===== src/rtl/shim_shutdown_pkg.sv =====
// Shared constants and state type for the shutdown-force latch writer.
// Latency: n/a (declarations only).
// Backpressure: n/a.
//
// Contents:
//   N_CH / CH_W  - latch channel count and address width
//   LAST_CH      - highest channel address (round-robin start point after reset)
//   state_t      - S_IDLE / S_SETUP / S_STROBE / S_HOLD write-sequence states
package shim_shutdown_pkg;

    localparam int N_CH = 8;
    localparam int CH_W = 3;

    localparam logic [CH_W-1:0] LAST_CH = CH_W'(N_CH - 1);

    typedef enum logic [1:0] {
        S_IDLE   = 2'd0,
        S_SETUP  = 2'd1,
        S_STROBE = 2'd2,
        S_HOLD   = 2'd3
    } state_t;

endpackage


===== src/rtl/shim_shutdown_force_if.sv =====
// Bundle between the shim control registers and the shutdown-force latch writer.
// Latency: n/a (wires only).
// Backpressure: none; the busy flag is informational, requests are level-based.
//
// master : control side; drives enable + requested value, observes latch pins and shadow.
// slave  : the latch writer (shim_shutdown_force).
interface shim_shutdown_force_if;
    import shim_shutdown_pkg::*;

    logic               shutdown_force_en;
    logic [N_CH-1:0]    shutdown_force;
    logic [CH_W-1:0]    shutdown_force_sel;
    logic               shutdown_force_data;
    logic               shutdown_force_le_n;
    logic               shutdown_force_busy;
    logic [N_CH-1:0]    shutdown_force_wr;

    modport master (
        output shutdown_force_en,
        output shutdown_force,
        input  shutdown_force_sel,
        input  shutdown_force_data,
        input  shutdown_force_le_n,
        input  shutdown_force_busy,
        input  shutdown_force_wr
    );

    modport slave (
        input  shutdown_force_en,
        input  shutdown_force,
        output shutdown_force_sel,
        output shutdown_force_data,
        output shutdown_force_le_n,
        output shutdown_force_busy,
        output shutdown_force_wr
    );

endinterface


===== src/rtl/shim_shutdown_rr_pick.sv =====
// Round-robin picker: first set request bit at or after a start index, wrapping.
// Latency: combinational.
// Backpressure: none.
//
// Ports:
//   req   in  N_CH  request vector (one bit per channel)
//   start in  CH_W  channel with highest priority this pick
//   vld   out 1     at least one request bit set
//   ch    out CH_W  chosen channel
module shim_shutdown_rr_pick
    import shim_shutdown_pkg::*;
(
    input  logic [N_CH-1:0] req,
    input  logic [CH_W-1:0] start,
    output logic            vld,
    output logic [CH_W-1:0] ch
);

    logic [2*N_CH-1:0] dbl;
    logic [N_CH-1:0]   rot;
    logic [CH_W-1:0]   off;

    // Rotate so that 'start' lands at bit 0, then lowest set bit wins.
    assign dbl = {req, req} >> start;
    assign rot = dbl[N_CH-1:0];

    always_comb begin
        vld = 1'b0;
        off = '0;
        for (int i = N_CH - 1; i >= 0; i--) begin
            if (rot[i]) begin
                vld = 1'b1;
                off = CH_W'(i);
            end
        end
    end

    // Rotate back; CH_W-bit addition wraps modulo N_CH.
    assign ch = start + off;

endmodule


===== src/rtl/shim_shutdown_force.sv =====
// Writes per-channel shutdown values into an external 8-way addressable latch, only for changed channels.
// Latency: request change to latch strobe = 1 + SETUP_CYCLES; to shadow update = 1 + SETUP + STROBE + HOLD cycles.
// Backpressure: none; requests are levels, changes during a write are picked up on a later pass.
//
// Ports:
//   clk  in  system clock
//   rst  in  synchronous active-high reset
//   bus  slave modport of shim_shutdown_force_if:
//        shutdown_force_en (block enable), shutdown_force[8] (requested values) in;
//        shutdown_force_sel[3], _data, _le_n (latch pins), _busy, _wr[8] (committed shadow) out.
// Configuration: define SHUTDOWN_FORCE_REFRESH_EN to keep rewriting channels round-robin even
//   when nothing has changed (continuous latch refresh).
module shim_shutdown_force
    import shim_shutdown_pkg::*;
#(
    parameter int SETUP_CYCLES  = 2,
    parameter int STROBE_CYCLES = 2,
    parameter int HOLD_CYCLES   = 1
)
(
    input  logic                  clk,
    input  logic                  rst,
    shim_shutdown_force_if.slave  bus
);

    localparam int MAX_SS = (SETUP_CYCLES > STROBE_CYCLES) ? SETUP_CYCLES : STROBE_CYCLES;
    localparam int MAX_P  = (MAX_SS > HOLD_CYCLES) ? MAX_SS : HOLD_CYCLES;
    localparam int CNT_W  = $clog2(MAX_P + 1);

    // Counters load N-1 and run down to 0, so each phase lasts exactly N cycles.
    localparam logic [CNT_W-1:0] SETUP_LD  = CNT_W'(SETUP_CYCLES - 1);
    localparam logic [CNT_W-1:0] STROBE_LD = CNT_W'(STROBE_CYCLES - 1);
    localparam logic [CNT_W-1:0] HOLD_LD   = CNT_W'(HOLD_CYCLES - 1);

    state_t            state;
    logic [CNT_W-1:0]  cnt;
    logic [CH_W-1:0]   sel_q;
    logic              data_q;
    logic              le_n_q;
    logic              busy_q;
    logic [N_CH-1:0]   wr_q;
    logic              all_pending;
    logic [CH_W-1:0]   last_ch;

    logic [N_CH-1:0]   dirty;
    logic [CH_W-1:0]   start_ch;
    logic              pick_vld;
    logic [CH_W-1:0]   pick_ch;
    logic              go_vld;
    logic [CH_W-1:0]   go_ch;

    // all_pending forces every channel dirty until a complete 0..7 pass has been committed.
    assign dirty    = (bus.shutdown_force ^ wr_q) | {N_CH{all_pending}};
    assign start_ch = last_ch + CH_W'(1);

    shim_shutdown_rr_pick u_pick (
        .req   (dirty),
        .start (start_ch),
        .vld   (pick_vld),
        .ch    (pick_ch)
    );

`ifdef SHUTDOWN_FORCE_REFRESH_EN
    // Nothing dirty: refresh the next channel in rotation with its current value.
    assign go_vld = 1'b1;
    assign go_ch  = pick_vld ? pick_ch : start_ch;
`else
    assign go_vld = pick_vld;
    assign go_ch  = pick_ch;
`endif

    always_ff @(posedge clk) begin
        if (rst) begin
            state       <= S_IDLE;
            cnt         <= '0;
            sel_q       <= '0;
            data_q      <= 1'b0;
            le_n_q      <= 1'b1;
            busy_q      <= 1'b0;
            wr_q        <= '0;
            all_pending <= 1'b1;
            last_ch     <= LAST_CH;
        end else if (!bus.shutdown_force_en) begin
            // Abort/park. The latch contents are now uncertain (a strobe may have
            // been cut short), so schedule a full rewrite starting at channel 0.
            state       <= S_IDLE;
            cnt         <= '0;
            sel_q       <= '0;
            data_q      <= 1'b0;
            le_n_q      <= 1'b1;
            busy_q      <= 1'b0;
            all_pending <= 1'b1;
            last_ch     <= LAST_CH;
        end else begin
            case (state)
                S_IDLE: begin
                    if (go_vld) begin
                        state  <= S_SETUP;
                        cnt    <= SETUP_LD;
                        sel_q  <= go_ch;
                        // Sampled once; later request changes wait for the next pass.
                        data_q <= bus.shutdown_force[go_ch];
                        le_n_q <= 1'b1;
                        busy_q <= 1'b1;
                    end
                end
                S_SETUP: begin
                    if (cnt == '0) begin
                        state  <= S_STROBE;
                        cnt    <= STROBE_LD;
                        le_n_q <= 1'b0;
                    end else begin
                        cnt <= cnt - 1'b1;
                    end
                end
                S_STROBE: begin
                    if (cnt == '0) begin
                        state  <= S_HOLD;
                        cnt    <= HOLD_LD;
                        le_n_q <= 1'b1;
                    end else begin
                        cnt <= cnt - 1'b1;
                    end
                end
                S_HOLD: begin
                    if (cnt == '0) begin
                        state        <= S_IDLE;
                        busy_q       <= 1'b0;
                        wr_q[sel_q]  <= data_q;
                        last_ch      <= sel_q;
                        if (sel_q == LAST_CH) begin
                            all_pending <= 1'b0;
                        end
                    end else begin
                        cnt <= cnt - 1'b1;
                    end
                end
                default: begin
                    state <= S_IDLE;
                end
            endcase
        end
    end

    assign bus.shutdown_force_sel  = sel_q;
    assign bus.shutdown_force_data = data_q;
    assign bus.shutdown_force_le_n = le_n_q;
    assign bus.shutdown_force_busy = busy_q;
    assign bus.shutdown_force_wr   = wr_q;

endmodule


===== src/flat_wrapper.sv =====
// flat-port wrapper written by rule: the top's interface ports become plain ports
module shim_shutdown_force_flat import shim_shutdown_pkg::*;
#(
    parameter int SETUP_CYCLES  = 2,
    parameter int STROBE_CYCLES = 2,
    parameter int HOLD_CYCLES   = 1
)
  (clk, rst, bus_shutdown_force_en, bus_shutdown_force, bus_shutdown_force_sel, bus_shutdown_force_data, bus_shutdown_force_le_n, bus_shutdown_force_busy, bus_shutdown_force_wr);
  shim_shutdown_force_if bus_i ();
  input  logic clk;
  input  logic rst;
  input wire logic [$bits(bus_i.shutdown_force_en)-1:0] bus_shutdown_force_en;
  input wire logic [$bits(bus_i.shutdown_force)-1:0] bus_shutdown_force;
  output wire logic [$bits(bus_i.shutdown_force_sel)-1:0] bus_shutdown_force_sel;
  output wire logic [$bits(bus_i.shutdown_force_data)-1:0] bus_shutdown_force_data;
  output wire logic [$bits(bus_i.shutdown_force_le_n)-1:0] bus_shutdown_force_le_n;
  output wire logic [$bits(bus_i.shutdown_force_busy)-1:0] bus_shutdown_force_busy;
  output wire logic [$bits(bus_i.shutdown_force_wr)-1:0] bus_shutdown_force_wr;
  assign bus_i.shutdown_force_en = bus_shutdown_force_en;
  assign bus_i.shutdown_force = bus_shutdown_force;
  assign bus_shutdown_force_sel = bus_i.shutdown_force_sel;
  assign bus_shutdown_force_data = bus_i.shutdown_force_data;
  assign bus_shutdown_force_le_n = bus_i.shutdown_force_le_n;
  assign bus_shutdown_force_busy = bus_i.shutdown_force_busy;
  assign bus_shutdown_force_wr = bus_i.shutdown_force_wr;
  shim_shutdown_force #(.SETUP_CYCLES(SETUP_CYCLES), .STROBE_CYCLES(STROBE_CYCLES), .HOLD_CYCLES(HOLD_CYCLES)) u_core (.clk(clk), .rst(rst), .bus(bus_i));
endmodule

===== config.mk =====
export PLATFORM = sky130hd
export DESIGN_NAME = shim_shutdown_force_flat
export DESIGN_NICKNAME = d
export VERILOG_FILES = /design/src/rtl/shim_shutdown_pkg.sv /design/src/rtl/shim_shutdown_force_if.sv /design/src/rtl/shim_shutdown_rr_pick.sv /design/src/rtl/shim_shutdown_force.sv /design/src/flat_wrapper.sv
export SDC_FILE = /design/constraint.sdc
export NUM_CORES = 1
export LEC_CHECK = 0
export CORE_MARGIN = 3
export CORE_UTILIZATION = 50
export DETAILED_ROUTE_END_ITERATION = 6
export PLACE_DENSITY = 0.83
export SYNTH_ARGS = -nofsm -noshare
export SYNTH_HDL_FRONTEND = slang
export SYNTH_SLANG_ARGS = --single-unit

===== constraint.sdc =====
create_clock -name clk -period 11.43 [get_ports clk]
set_input_delay 2.286 -clock clk [delete_from_list [all_inputs] [get_ports clk]]
set_output_delay 2.286 -clock clk [all_outputs]
set_load 0.05 [all_outputs]

==> results.md, run 1 <==
* # rows at 22
* Worst Path Arrival at about 6.3 ns
* CP bufs+invs at 1
* Sequential element share of the synthesized area at 0.2224
* Number of synthesized register bits at 22
* Die ar. at 4753 um2
* Post_cts resized at 0
* DR pass1 iterations at 4
* Synth Area in Adders at 0.06064
* Starting density of the core at 0.5291
* CTS sink cnt at 22
* CP max FO at 8
* Crit path max-delay family: compound AO/OA/AOI/OAI gates
* Nets at around 290
* Area contributors post-synth: dfxtp_1 22%, mux2i_1 8.1%, mux4_2 6.8%
* Die Span X at 68.94 um
* DRC viols at 0
* Tmin final at 6.115 ns
* Fin cells at 311
* Initial antenna violation count at 0
* Most used flip-flop cell after synthesis: dfxtp_1
* Clk root buf: clkbuf_8
* Post-synthesis mux area share at 0.1946
* Post-synth EDFFs at 0
* Largest family of logic cells by synthesized area: compound AO/OA/AOI/OAI gates
* Ys Warns at 0
* Final hold vios at 0
* FILL cells at roughly 350
* Inserted Diodes at 0
* GP Congestion at approximately 0.94
* Post-synthesis cell type count at 50
* Pwr Density at between 60 and 70 nW/um2
* CP endpoint kind: register
* Setup total negative slack at 0 ns
* Clk Latency, worst-skew pair at 0.25 ns
* CTS H-tree depth at 1
* Register area at 440.4 um2
* Mapped cell area at 1981 um2
* Worst slew margin at 0.3133
* Core Region at around 3700 um2
* Async SR Flop Fraction at 0
* Antenna Violating Nets Remaining at 0
* Worst path max stage delay at 0.58 ns
* Maximum number of pins on one net before global-route repair at 24
* RSZ-0062 raised after global routing: false
* Crit Path Class: input port to register
* Min Hold Slack at 0.4929 ns
* Mapped Cells at between 200 and 250
* Slew Limit Fails at 0
* WL final at 4.631 mm
* Synth Area in Compound Gates at 0.2160
* Worst-path cell chain: clkdlybuf4s50_1 -> xor2_1 -> mux2i_1 -> mux4_2 -> o21a_1 -> a21oi_4 -> o21ai_1 -> nor2_1 -> fa_1 -> o221ai_1 -> a31o_1 -> a211oi_1 -> or4b_1 -> o211ai_1
* CTS Hold Buffers Added at 0
* 1st-iter DRT viols at 186
* Fmax at 163.5 MHz
* Final setup violation count at 0
* Post-synthesis simple-gate area fraction at 0.2078
* Via-to-Cell Ratio at between 6 and 7
* Port-buffer cells at 24
* Syn Nets at 266
* Largest area contributor in the netlist: dfxtp_1
* DR WL/cell at 14.89 um
* Area share of the leading cell type in the synthesized netlist at 0.2224
* Peak VDD IR at just over 0.00007 V
* Hpwl dp at 3.579 mm
* Slew @ Worst Pin at a little over 1 ns
* Worst endpoint required time at 11.61 ns
* First-pass GRT wire length at approximately 7.6 mm
* Syn Area/Cell at 8.051 um2
* Number of max-cap violations at 0
* CTS tree: built
* Period utilization at 0.5350
* Status: finished, final reports clean
* Clock skew at 0.002208 ns
* Clk pin slew, worst setup/hold paths at 0.07 ns
* Grt total ovfl at 0
* Type of the tightest min-delay check: register to register
* Power Total at 0.1551 mW
* Number of global-route vias before repair at 1629
* Post-CTS setup buffer count at 0
* CP startpoint kind: input port
* Die height at 68.94 um
* TritonCTS buffer count at 3
* Via count at 1867
* Multi-input gate area at 1459 um2
* Crit path max-delay cell type: clkdlybuf4s50_1
* Area grow syn2layout at 15.22%
* I/O Pins at 25
* Ratio of cells with drive above 1 in the final layout at 0.07985
* P_leak at 0.8124 nW
* Clock buffer depth at 2
* Xor and xnor fraction of the mapped netlist area at 0.05749
* Placed cells at 308
* Total GRT Usage at 0.2049
through the flow:
| stage | worst slack (ns) | util | instance area, um2 |
|---|---|---|---|
| 2_1_floorplan | 5.961 | - | 1981 |
| 3_3_place_gp | 5.212 | 0.5986 | 2241 |
| 3_5_place_dp | 5.101 | 0.5986 | 2241 |
| 4_1_cts | 5.359 | 0.6096 | 2282 |
| 5_1_grt | 5.040 | 0.6096 | 2282 |
| 6_report | 5.315 | 0.6096 | 2282 |
logic make-up after synthesis:
kind of cell	count (synthesis)
buffers and inverters	20
XOR/XNOR	13
AND/OR/NAND/NOR	88
multiplexers	30
AO/OA/AOI/OAI	64
adder cells (fa/ha/maj)	9
flip-flops	22
layer usage:
layer	global-route usage	vias up	routed length, um
met5	0	-	0
met4	0.02920	0	36
met3	0.02269	4	220
met2	0.3143	52	2096
met1	0.3126	879	2279
li1	-	932	-
final timing paths:
path | from | endpoint | slack, ns | cells after the start
worst max-delay path | bus_shutdown_force[4] | u_core.bus.shutdown_force_data$_SDFFE_PP0P_ | 5.32 | 14
worst min-delay path | u_core.bus.shutdown_force_le_n$_SDFFE_PP1P_ | u_core.bus.shutdown_force_le_n$_SDFFE_PP1P_ | 0.49 | 1
worst max register to register | u_core.last_ch[0]$_SDFFE_PP1P_ | u_core.bus.shutdown_force_data$_SDFFE_PP0P_ | 6.72 | 15
worst min register to register | u_core.bus.shutdown_force_le_n$_SDFFE_PP1P_ | u_core.bus.shutdown_force_le_n$_SDFFE_PP1P_ | 0.49 | 1
power breakdown:
part           total [mW]  switching (mW)  internal, mW
combinational      0.0305          0.0171        0.0134
clock              0.0455          0.0221        0.0234
sequential         0.0792         0.00130        0.0779
total               0.155          0.0405         0.115
synth_stat cells (7+ instances only):
| library cell | n |
|---|---|
| inv_1 | 8 |
| a21oi_1 | 17 |
| nor3_1 | 11 |
| xor2_1 | 9 |
| nand2_1 | 27 |
| ha_1 | 8 |
| o21ai_0 | 12 |
| nor2_1 | 23 |
| mux2i_1 | 16 |
| nand3_1 | 9 |
| clkbuf_1 | 7 |
| dfxtp_1 | 22 |
flip-flops by register name (all words and copies together), names as in the netlist:
register	cells
u_core.bus.shutdown_force_wr	8
u_core.bus.shutdown_force_sel	3
u_core.last_ch	3
u_core.cnt	2
u_core.state	2
u_core.all_pending	1
u_core.bus.shutdown_force_busy	1
u_core.bus.shutdown_force_data	1
u_core.bus.shutdown_force_le_n	1
cell type report:
cell class                 instances  share of cell area
clock buffer                       3             0.01809
timing repair buffer              25              0.1086
sequential                        22              0.1930
tap                               48             0.02632
inverter                           9             0.01480
multi-input combinational        204              0.6393
placed cells by master (no fill, tap or decap), types with 2 or more instances in the layout:
cell type | netlist | final
a211oi_1 | 5 | 5
a21o_1 | 2 | 2
a21oi_1 | 17 | 17
a22oi_1 | 2 | 2
a31o_1 | 2 | 2
a31oi_1 | 2 | 2
and2_1 | 2 | 2
clkbuf_8 | 0 | 3
clkdlybuf4s50_1 | 0 | 24
dfxtp_1 | 22 | 22
ha_1 | 8 | 8
inv_1 | 8 | 8
mux2_1 | 2 | 2
mux2_2 | 6 | 6
mux2i_1 | 16 | 16
mux4_2 | 6 | 6
nand2_1 | 27 | 27
nand2b_1 | 5 | 5
nand3_1 | 9 | 9
nand3b_1 | 2 | 2
nor2_1 | 23 | 23
nor2b_1 | 5 | 5
nor3_1 | 11 | 11
o2111ai_1 | 2 | 2
o211ai_1 | 4 | 4
o21ai_0 | 12 | 12
o22ai_1 | 3 | 3
xnor2_1 | 4 | 4
xor2_1 | 9 | 9
Note: power is estimated with default switching activity, not from simulation.
==> inputs of run 2 (changes only) <==
clock period = 5.78 ns   (was 11.43 ns; I/O delays follow)
==> run 2 against run 1 <==
  * Global-route usage grew 0.47 points
  * Worst hold slack worse by 0.0029 ns
  * Cell count rose by 0.64%
  * Register-to-register slack got worse by 5.6 ns
  * Cell area up 0.93%
  * Critical endpoint unchanged
  * Core utilization increased by 0.57 points
  * Setup slack got worse by 4.5 ns
  * Die area unchanged
==> results.md, run 2 (synthesis gave the netlist of run 1 again) <==
* Status: finished, final reports clean
* Type of the tightest min-delay check: register to register
* Post-CTS setup buffer count at 0 (unchanged)
* Hpwl dp at 3.675 mm (+2.7%)
* DR WL/cell at 15.09 um (+1.3%)
* Number of max-cap violations at 0 (unchanged)
* P_leak at 0.8264 nW (+1.7%)
* Worst Path Arrival at 5.19 ns (-1.10 ns)
* Net Sw Frac at 0.2557 (-0.005174)
* Slew Limit Fails at 0 (unchanged)
* CP endpoint kind: register
* Via count at 1873 (+0.32%)
* Pwr Density at 140.6 nW/um2 (+110%)
* Clock skew at 0.001008 ns (-0.001200 ns)
* Post_cts resized at 0 (unchanged)
* Inserted Diodes at 0 (unchanged)
* TritonCTS buffer count at 3 (unchanged)
* Hold depth at 2 (+1)
* CP max FO at 8 (unchanged)
* GP Congestion at 0.8881 (-5.5%)
* Period utilization at 0.8656
* Nets at 286 (+0.35%)
* Worst slew margin at 0.4055 (+0.09218)
* Clk pin slew, worst setup/hold paths at 0.07 ns (about the same)
* Worst endpoint required time at 5.97 ns (-5.64 ns)
* First-pass GRT wire length at 7.797 mm (+2.8%)
* Die Span X at 68.94 um (unchanged)
* Die ar. at 4753 um2 (unchanged)
* Max FFs per register at 8 (unchanged)
* I/O Pins at 25 (unchanged)
* CP startpoint kind: input port
* 1st-iter DRT viols at 154 (-17%)
* Slew @ Worst Pin at 0.8906 ns (-0.1360 ns)
* Final setup violation count at 0 (unchanged)
* Clock share of power at 0.330 (+0.037)
* Peak VDD IR at 0.0001609 V (+130%)
* Tmin final at 5.003 ns
* CTS tree: built
* R2R depth at 13 (-2)
* Setup total negative slack at 0 ns (unchanged)
* Number of global-route vias before repair at 1736 (+6.6%)
* Finished Cell Area at 2303 um2 (+0.93%)
* Maximum number of pins on one net before global-route repair at 24 (unchanged)
* CTS sink cnt at 22 (unchanged)
* Power Total at 0.3239 mW (+110%)
* RSZ-0062 raised after global routing: false
* Cell Int Power at 0.2410 mW (+110%)
* Commonest non-fill, non-tap cell in the layout: nand2_1
* WL final at 4.723 mm (+2.0%)
* NetSw at 0.08281 mW (+100%)
* Most frequent cells in the layout: 27 x nand2_1, 24 x clkdlybuf4s50_1, 23 x nor2_1
* Area grow syn2layout at 16.30%
* Ratio of cells with drive above 1 in the final layout at 0.08679 (+0.006945)
* Crit Path Class: input port to register
* Fmax at 199.9 MHz
* Antenna Violating Nets Remaining at 0 (unchanged)
* Final hold vios at 0 (unchanged)
* Starting density of the core at 0.5291 (unchanged)
* Total GRT Usage at 0.2097 (+0.004727)
* Clk root buf: clkbuf_8
* Cell Area, Placed at 2248 um2 (+0.34%)
* Die height at 68.94 um (unchanged)
* Grt total ovfl at 0 (unchanged)
* Core Region at 3744 um2 (unchanged)
* DR pass1 iterations at 4 (unchanged)
* Clock buffer depth at 2 (unchanged)
* CTS H-tree depth at 1 (unchanged)
* CTS Hold Buffers Added at 0 (unchanged)
* Via-to-Cell Ratio at 5.984 (-0.32%)
* DRC viols at 0 (unchanged)
* Clk Latency, worst-skew pair at 0.26 ns (about the same)
* Sequential Power Share at 0.484 (-0.026)
* Logic pwr share at 0.186 (-0.010)
* Port-buffer cells at 24 (unchanged)
* # rows at 22 (unchanged)
* Initial antenna violation count at 0 (unchanged)
run 2: cell types whose count changed in the layout (fill, tap and decap cells not counted):
cell / delta
buf_4: +1
clkbuf_8: +1
run 2: through the flow:
step,hold WS [ns],setup WS [ns],util,std cells
final,0.4901,0.7769,0.6153,313
after global routing,0.5238,0.5761,0.6153,313
after CTS,0.4993,0.8256,0.6153,313
after detailed placement,0.4700,0.5518,0.6006,309
after global placement,0.4698,0.6904,0.6006,309
after floorplan,0.4445,1.441,-,246
run 2: power groups by stage:
stage,Combinational (mW),Clock [mW],Sequential [mW]
global placement,0.0586,0,0.160
global route,0.0658,0.116,0.157
CTS,0.0597,0.110,0.157
finish,0.0601,0.107,0.157
floorplan,0.0372,0,0.163
detailed placement,0.0595,0,0.160
run 2: worst paths after layout:
check	from	endpoint	slack (ns)
max	bus_shutdown_force[4]	u_core.bus.shutdown_force_data$_SDFFE_PP0P_	0.78
min	u_core.last_ch[1]$_SDFFE_PP1P_	u_core.last_ch[1]$_SDFFE_PP1P_	0.49
min reg2reg	u_core.last_ch[1]$_SDFFE_PP1P_	u_core.last_ch[1]$_SDFFE_PP1P_	0.49
max reg2reg	u_core.last_ch[0]$_SDFFE_PP1P_	u_core.bus.shutdown_force_data$_SDFFE_PP0P_	1.16
run 2: layout make-up:
cell class / count / area [um2]
clock buffer: 4 / 55.05
fill: 352 / 1440
inverter: 9 / 33.78
multi-input combinational: 204 / 1459
sequential: 22 / 440.4
tap: 48 / 60.06
timing repair buffer: 26 / 255.2
run 2: worst max-delay path, cell delays in order:
cell and delay [ns]:
clkdlybuf4s50_1 0.57, xor2_1 0.43, mux2i_1 0.23, mux4_2 0.51, o21a_1 0.15, a21oi_4 0.26
o21ai_1 0.22, nor2_1 0.20, fa_1 0.56, o221ai_1 0.13, a31o_1 0.13, a211oi_1 0.05
or4b_1 0.51, o211ai_1 0.09
run 2: per-layer routing:
layer	GRT usage	share of wire	vias up
met5	0	0	-
met4	0.05839	0.012	0
met3	0.03241	0.042	12
met2	0.3250	0.46	58
met1	0.2998	0.49	859
li1	-	-	944
